==> src/rtl/window_adrs_gen.sv <==
// Convolution window address generator: streams the feature-map address of every
// element of every KxK window (row-major), stride 1/2, with valid/ready handshake.
module window_adrs_gen #(
    parameter int unsigned ADDR_W = 17,
    parameter int unsigned DIM_W  = 10
) (
    input  logic              clk,
    input  logic              rst_n,
    input  logic              start_i,
    input  logic              filter_i,
    input  logic              stride_i,
    input  logic [DIM_W-1:0]  img_w_i,
    input  logic [DIM_W-1:0]  img_h_i,
    input  logic [ADDR_W-1:0] base_adrs_i,
    input  logic              ready_i,
    output logic [ADDR_W-1:0] adrs_o,
    output logic              valid_o,
    output logic              win_last_o,
    output logic              busy_o,
    output logic              ack_o
);

    localparam int unsigned CW = DIM_W + 2;

    typedef enum logic [1:0] {IDLE = 2'd0, RUN = 2'd1, DONE = 2'd2} state_e;

    state_e              state_q, state_d;
    logic                filter_q, filter_d;
    logic                stride_q, stride_d;
    logic [DIM_W-1:0]    img_w_q, img_w_d;
    logic [DIM_W-1:0]    img_h_q, img_h_d;
    logic [ADDR_W-1:0]   row_step_q, row_step_d;
    logic [DIM_W-1:0]    orow_q, orow_d, ocol_q, ocol_d;
    logic [DIM_W-1:0]    krow_q, krow_d, kcol_q, kcol_d;
    logic [ADDR_W-1:0]   row_base_q, row_base_d;
    logic [ADDR_W-1:0]   win_base_q, win_base_d;
    logic [ADDR_W-1:0]   elem_row_q, elem_row_d;
    logic [ADDR_W-1:0]   adrs_q, adrs_d;
    logic                valid_q, valid_d;
    logic                win_last_q, win_last_d;
    logic                busy_q, busy_d;
    logic                ack_q, ack_d;

    logic [CW-1:0]       k_in, k_cfg, s_cfg, col_pos, row_pos;
    logic [DIM_W-1:0]    kmax;
    logic                col_more, row_more;
    logic [ADDR_W-1:0]   next_elem, next_win, next_row;

    // Window geometry; sums carry two extra bits so pos+S+K never overflows.
    assign k_in     = filter_i ? CW'(5) : CW'(3);
    assign k_cfg    = filter_q ? CW'(5) : CW'(3);
    assign s_cfg    = stride_q ? CW'(2) : CW'(1);
    assign kmax     = filter_q ? DIM_W'(4) : DIM_W'(2);
    assign col_pos  = stride_q ? (CW'(ocol_q) << 1) : CW'(ocol_q);
    assign row_pos  = stride_q ? (CW'(orow_q) << 1) : CW'(orow_q);
    assign col_more = (col_pos + s_cfg + k_cfg) <= CW'(img_w_q);
    assign row_more = (row_pos + s_cfg + k_cfg) <= CW'(img_h_q);

    assign next_elem = elem_row_q + ADDR_W'(img_w_q);
    assign next_win  = win_base_q + ADDR_W'(s_cfg);
    assign next_row  = row_base_q + row_step_q;

    always_ff @(posedge clk or negedge rst_n) begin
        if (!rst_n) state_q <= IDLE;
        else        state_q <= state_d;
    end

    always_comb begin
        state_d    = state_q;
        filter_d   = filter_q;
        stride_d   = stride_q;
        img_w_d    = img_w_q;
        img_h_d    = img_h_q;
        row_step_d = row_step_q;
        orow_d     = orow_q;
        ocol_d     = ocol_q;
        krow_d     = krow_q;
        kcol_d     = kcol_q;
        row_base_d = row_base_q;
        win_base_d = win_base_q;
        elem_row_d = elem_row_q;
        adrs_d     = adrs_q;
        valid_d    = valid_q;
        win_last_d = win_last_q;
        busy_d     = busy_q;
        ack_d      = 1'b0;

        case (state_q)
            IDLE: begin
                valid_d    = 1'b0;
                win_last_d = 1'b0;
                busy_d     = 1'b0;
                if (start_i) begin
                    filter_d   = filter_i;
                    stride_d   = stride_i;
                    img_w_d    = img_w_i;
                    img_h_d    = img_h_i;
                    row_step_d = stride_i ? (ADDR_W'(img_w_i) << 1) : ADDR_W'(img_w_i);
                    orow_d     = '0;
                    ocol_d     = '0;
                    krow_d     = '0;
                    kcol_d     = '0;
                    row_base_d = base_adrs_i;
                    win_base_d = base_adrs_i;
                    elem_row_d = base_adrs_i;
                    adrs_d     = base_adrs_i;
                    busy_d     = 1'b1;
                    if ((CW'(img_w_i) < k_in) || (CW'(img_h_i) < k_in)) begin
                        state_d = DONE;
                        ack_d   = 1'b1;
                    end else begin
                        state_d = RUN;
                        valid_d = 1'b1;
                    end
                end
            end
            RUN: begin
                // Advance only on an accepted transfer; otherwise everything holds.
                if (valid_q && ready_i) begin
                    if (kcol_q != kmax) begin
                        kcol_d     = kcol_q + DIM_W'(1);
                        adrs_d     = adrs_q + ADDR_W'(1);
                        win_last_d = (krow_q == kmax) && (kcol_q == kmax - DIM_W'(1));
                    end else if (krow_q != kmax) begin
                        kcol_d     = '0;
                        krow_d     = krow_q + DIM_W'(1);
                        elem_row_d = next_elem;
                        adrs_d     = next_elem;
                        win_last_d = 1'b0;
                    end else if (col_more) begin
                        kcol_d     = '0;
                        krow_d     = '0;
                        ocol_d     = ocol_q + DIM_W'(1);
                        win_base_d = next_win;
                        elem_row_d = next_win;
                        adrs_d     = next_win;
                        win_last_d = 1'b0;
                    end else if (row_more) begin
                        kcol_d     = '0;
                        krow_d     = '0;
                        ocol_d     = '0;
                        orow_d     = orow_q + DIM_W'(1);
                        row_base_d = next_row;
                        win_base_d = next_row;
                        elem_row_d = next_row;
                        adrs_d     = next_row;
                        win_last_d = 1'b0;
                    end else begin
                        state_d    = DONE;
                        valid_d    = 1'b0;
                        win_last_d = 1'b0;
                        ack_d      = 1'b1;
                    end
                end
            end
            DONE: begin
                state_d    = IDLE;
                valid_d    = 1'b0;
                win_last_d = 1'b0;
                busy_d     = 1'b0;
            end
            default: begin
                state_d = IDLE;
            end
        endcase
    end

    always_ff @(posedge clk or negedge rst_n) begin
        if (!rst_n) begin
            filter_q   <= 1'b0;
            stride_q   <= 1'b0;
            img_w_q    <= '0;
            img_h_q    <= '0;
            row_step_q <= '0;
            orow_q     <= '0;
            ocol_q     <= '0;
            krow_q     <= '0;
            kcol_q     <= '0;
            row_base_q <= '0;
            win_base_q <= '0;
            elem_row_q <= '0;
            adrs_q     <= '0;
            valid_q    <= 1'b0;
            win_last_q <= 1'b0;
            busy_q     <= 1'b0;
            ack_q      <= 1'b0;
        end else begin
            filter_q   <= filter_d;
            stride_q   <= stride_d;
            img_w_q    <= img_w_d;
            img_h_q    <= img_h_d;
            row_step_q <= row_step_d;
            orow_q     <= orow_d;
            ocol_q     <= ocol_d;
            krow_q     <= krow_d;
            kcol_q     <= kcol_d;
            row_base_q <= row_base_d;
            win_base_q <= win_base_d;
            elem_row_q <= elem_row_d;
            adrs_q     <= adrs_d;
            valid_q    <= valid_d;
            win_last_q <= win_last_d;
            busy_q     <= busy_d;
            ack_q      <= ack_d;
        end
    end

    assign adrs_o     = adrs_q;
    assign valid_o    = valid_q;
    assign win_last_o = win_last_q;
    assign busy_o     = busy_q;
    assign ack_o      = ack_q;

endmodule
==> config.mk <==
export PLATFORM = sky130hd
export DESIGN_NAME = window_adrs_gen
export DESIGN_NICKNAME = d
export VERILOG_FILES = /design/src/rtl/window_adrs_gen.sv
export SDC_FILE = /design/constraint.sdc
export NUM_CORES = 1
export LEC_CHECK = 0
export ABC_AREA = 1
export CORE_MARGIN = 2
export CORE_UTILIZATION = 60
export CTS_CLUSTER_SIZE = 24
export DETAILED_ROUTE_END_ITERATION = 8
export PLACE_DENSITY = 0.79
export SLEW_MARGIN = 25
export SYNTH_ARGS = -nofsm -noshare
export SYNTH_HDL_FRONTEND = slang
export SYNTH_SLANG_ARGS = --single-unit
==> constraint.sdc <==
create_clock -name clk -period 11.35 [get_ports clk]
set_clock_uncertainty 0.05 [all_clocks]
set_input_delay 1.7025 -clock clk [delete_from_list [all_inputs] [get_ports clk]]
set_output_delay 1.7025 -clock clk [all_outputs]
set_load 0.02 [all_outputs]
==> impl_metrics.tcl <==
set metrics [dict create \
    power_frac_seq_pct 22.9 \
    rsz0062_at_grt "false" \
    syn-num-nets 1678 \
    final_nets 1717 \
    hold_path.class "flip-flop to flip-flop" \
    wl_per_cell_um 16.9 \
    place_congestion 1.04 \
    tightestPinTransition_ns 0.940 \
    yosysTopAreaCell "dfrtp_1" \
    cts_tree "yes" \
    synth_top_area_share_pct 33.5 \
    setup-tns-final_ns 0 \
    wl_um 31200 \
    drcViolationCount 0 \
    ys_ff_latch 147 \
    cpPeakStageDelay_ns 0.92 \
    area_delta_synth_final_pct 12.0 \
    final_common_cell "nand2_1" \
    syn_area_sq_um 11000 \
    coreArea_sq_um 18000 \
    clk_path_buf_depth 2 \
    power_w 0.00418 \
    cts.clk_slew.worst_paths_ns 0.07 \
    internal_power_w 0.00198 \
    leakagePower_nw 6.03 \
    postSynthCellCount 1564 \
    dr.pass1.iters 7 \
    placed_cell_area_sq_um 11700 \
    ys.flop_type "dfrtp_1" \
    ir_drop_mv 0.202 \
    ant_nets 0 \
    crit_required_ns 11.60 \
    synth_warnings 0 \
    postCtsSetupBuffers 0 \
    post_synth.cell_area_avg_sq_um 7.03 \
    first_iter_violations 979 \
    grt_max_degree 90 \
    fp.dieH_um 139 \
    finalHoldViolCount 0 \
    setup_violations 0 \
    fin_area_sq_um 12300 \
    final_cell_mix "nand2_1, inv_1, dfrtp_1" \
    p_sw_w 0.00220 \
    startpoint_type "flip-flop" \
    maxCapViolations 0 \
    power_frac_comb_pct 62.5 \
    dp_hpwl_um 23200 \
    multi_input_area_sq_um 6360 \
    cp-end-kind "flip-flop" \
    ys_async_sr_fraction_pct 100 \
    yosysSeqAreaShare_pct 33.5 \
    p_per_area_nw_per_um2 340 \
    synth_area_leaders "dfrtp_1, nand2_1, ha_1" \
    worstPathMaxFanout 46 \
    grt_pass1_vias 9953 \
    die_w_um 139 \
    antenna_found_initial 0 \
    cts.sinks 147 \
    period_minus_slack_ns 6.48 \
    cp_common_cell "nand2_1" \
    crit_arrival_ns 6.73 \
    cp_slowest_cell "nor2_4" \
    postCtsHoldBufs 0 \
    fillCellCount 1556 \
    htreeDepth 4 \
    pin_count 64 \
    status "completed" \
    fmax_mhz 154 \
    cts-root-buf "clkbuf_16" \
    grt_pass1_wl_um 51000 \
    grtUsageTotal_pct 32.8 \
    clock_latency_ns 0.44 \
    relSlewSlack_pct 37.2 \
    critPathKind "flip-flop to flip-flop" \
    ff_latch_area_sq_um 3680 \
    cts_buffers 17 \
    grt_overflow 0 \
    final_max_slew_viol_count 0 \
    finalCritPeriodShare_pct 57.1 \
    rows 49 \
    yosysUniqueCellTypes 47 \
    antenna_cells 0 \
    p_sw_share_pct 52.7 \
    cts_resized 0 \
    p_clk_share_pct 14.7 \
    synth_edf_count 0 \
    die_area_sq_um 19400 \
    fin_util_pct 68.5 \
    io_buffers 63 \
    via_per_inst 5.69 \
    final_layout_size_suffix_gt1_share_pct 4.39 \
    dr_total_vias 10505 \
    floorplan.initialDensity_pct 61.2 \
]
## cell families (layout without fill, tap and decap cells)
kind of cell    Yosys count  count (layout)  synth area share [%]
buf+inv                 232             284                  8.69
fa+ha+maj                71              71                  8.56
xor+xnor                 80              80                  6.38
flops                   147             147                  33.5
simple gates            789             789                  30.5
compound gates          245             245                  12.4
## sequential cells by signal (all words and copies together) (netlist names), 2 cells and up
register and flops:
adrs_o 17, elem_row_q 17, img_h_q 10, img_w_q 10, kcol_q 10, krow_q 10, ocol_q 10, orow_q 10
row_base_q 17, row_step_q 11, state_q 2, win_base_q 17
## cell type report
| cell class | count | area share (%) |
|---|---|---|
| Timing Repair Buffer | 68 | 5.44 |
| Inverter | 184 | 5.61 |
| Clock inverter | 13 | 1.41 |
| Tap cell | 229 | 2.33 |
| Sequential cell | 147 | 29.9 |
| Multi-Input combinational cell | 1185 | 51.6 |
| Clock buffer | 19 | 3.68 |
## per-stage QoR
step                setup slack, ns  cells  hold WS [ns]
floorplan                      6.84   1564         0.396
global placement               5.22   1813         0.416
detailed placement             5.05   1813         0.425
CTS                            4.97   1845         0.440
global route                   4.31   1845         0.465
finish                         4.87   1845         0.438
## power groups by stage
stage | Clock (W) | Sequential, W | Combinational, W
final | 0.000613 | 0.000956 | 0.00261
after global routing | 0.000639 | 0.000979 | 0.00295
after CTS | 0.000612 | 0.000951 | 0.00258
after detailed placement | 0 | 0.000955 | 0.00256
after global placement | 0 | 0.000952 | 0.00251
after floorplan | 0 | 0.000925 | 0.00191
## cell usage after synthesis (all sizes together), types with 4 or more instances
master and count:
nand2 464, inv 182, dfrtp 147, o21ai 142, nor2 130, nand3 122
ha 64, a21oi 62, xor2 56, buf 30, nand4 26, xnor2 24
clkbuf 18, nor4 16, nor3 13, o21a 11, nand3b 10, o31ai 10
fa 7, a21o 5, or2 4
## layer usage
layer | global-route usage (%) | part of all wire [%] | wire length, um
met1 | 45.0 | 43 | 13500
met2 | 53.2 | 47 | 14600
met3 | 5.02 | 6.3 | 1980
met4 | 11.8 | 3.3 | 1030
met5 | 0 | 0 | 0
## final timing paths
check	startpoint	endpoint	slack (ns)	cells past startpoint
min in group asynchronous	rst_n	row_step_q[6]$_DFFE_PN0P_	1.29	1
max in group asynchronous	rst_n	kcol_q[2]$_DFFE_PN0P_	8.65	2
worst min-delay path	elem_row_q[3]$_DFFE_PN0P_	elem_row_q[3]$_DFFE_PN0P_	0.44	2
worst max register to register	stride_q$_DFFE_PN0P_	row_base_q[13]$_DFFE_PN0P_	4.87	25
worst min register to register	elem_row_q[3]$_DFFE_PN0P_	elem_row_q[3]$_DFFE_PN0P_	0.44	2
worst max-delay path	stride_q$_DFFE_PN0P_	row_base_q[13]$_DFFE_PN0P_	4.87	25
## critical path: cells and delay by family, from the launching register on
kind                       cells  cell delay (ns)
and+or+nand+nor               13             3.32
adders and majority gates      4             1.34
buffers and inverters          5             0.88
AOI/OAI and AO/OA              3             0.40
DFF                            1             0.32
Note: power is estimated with default switching activity, not from simulation.
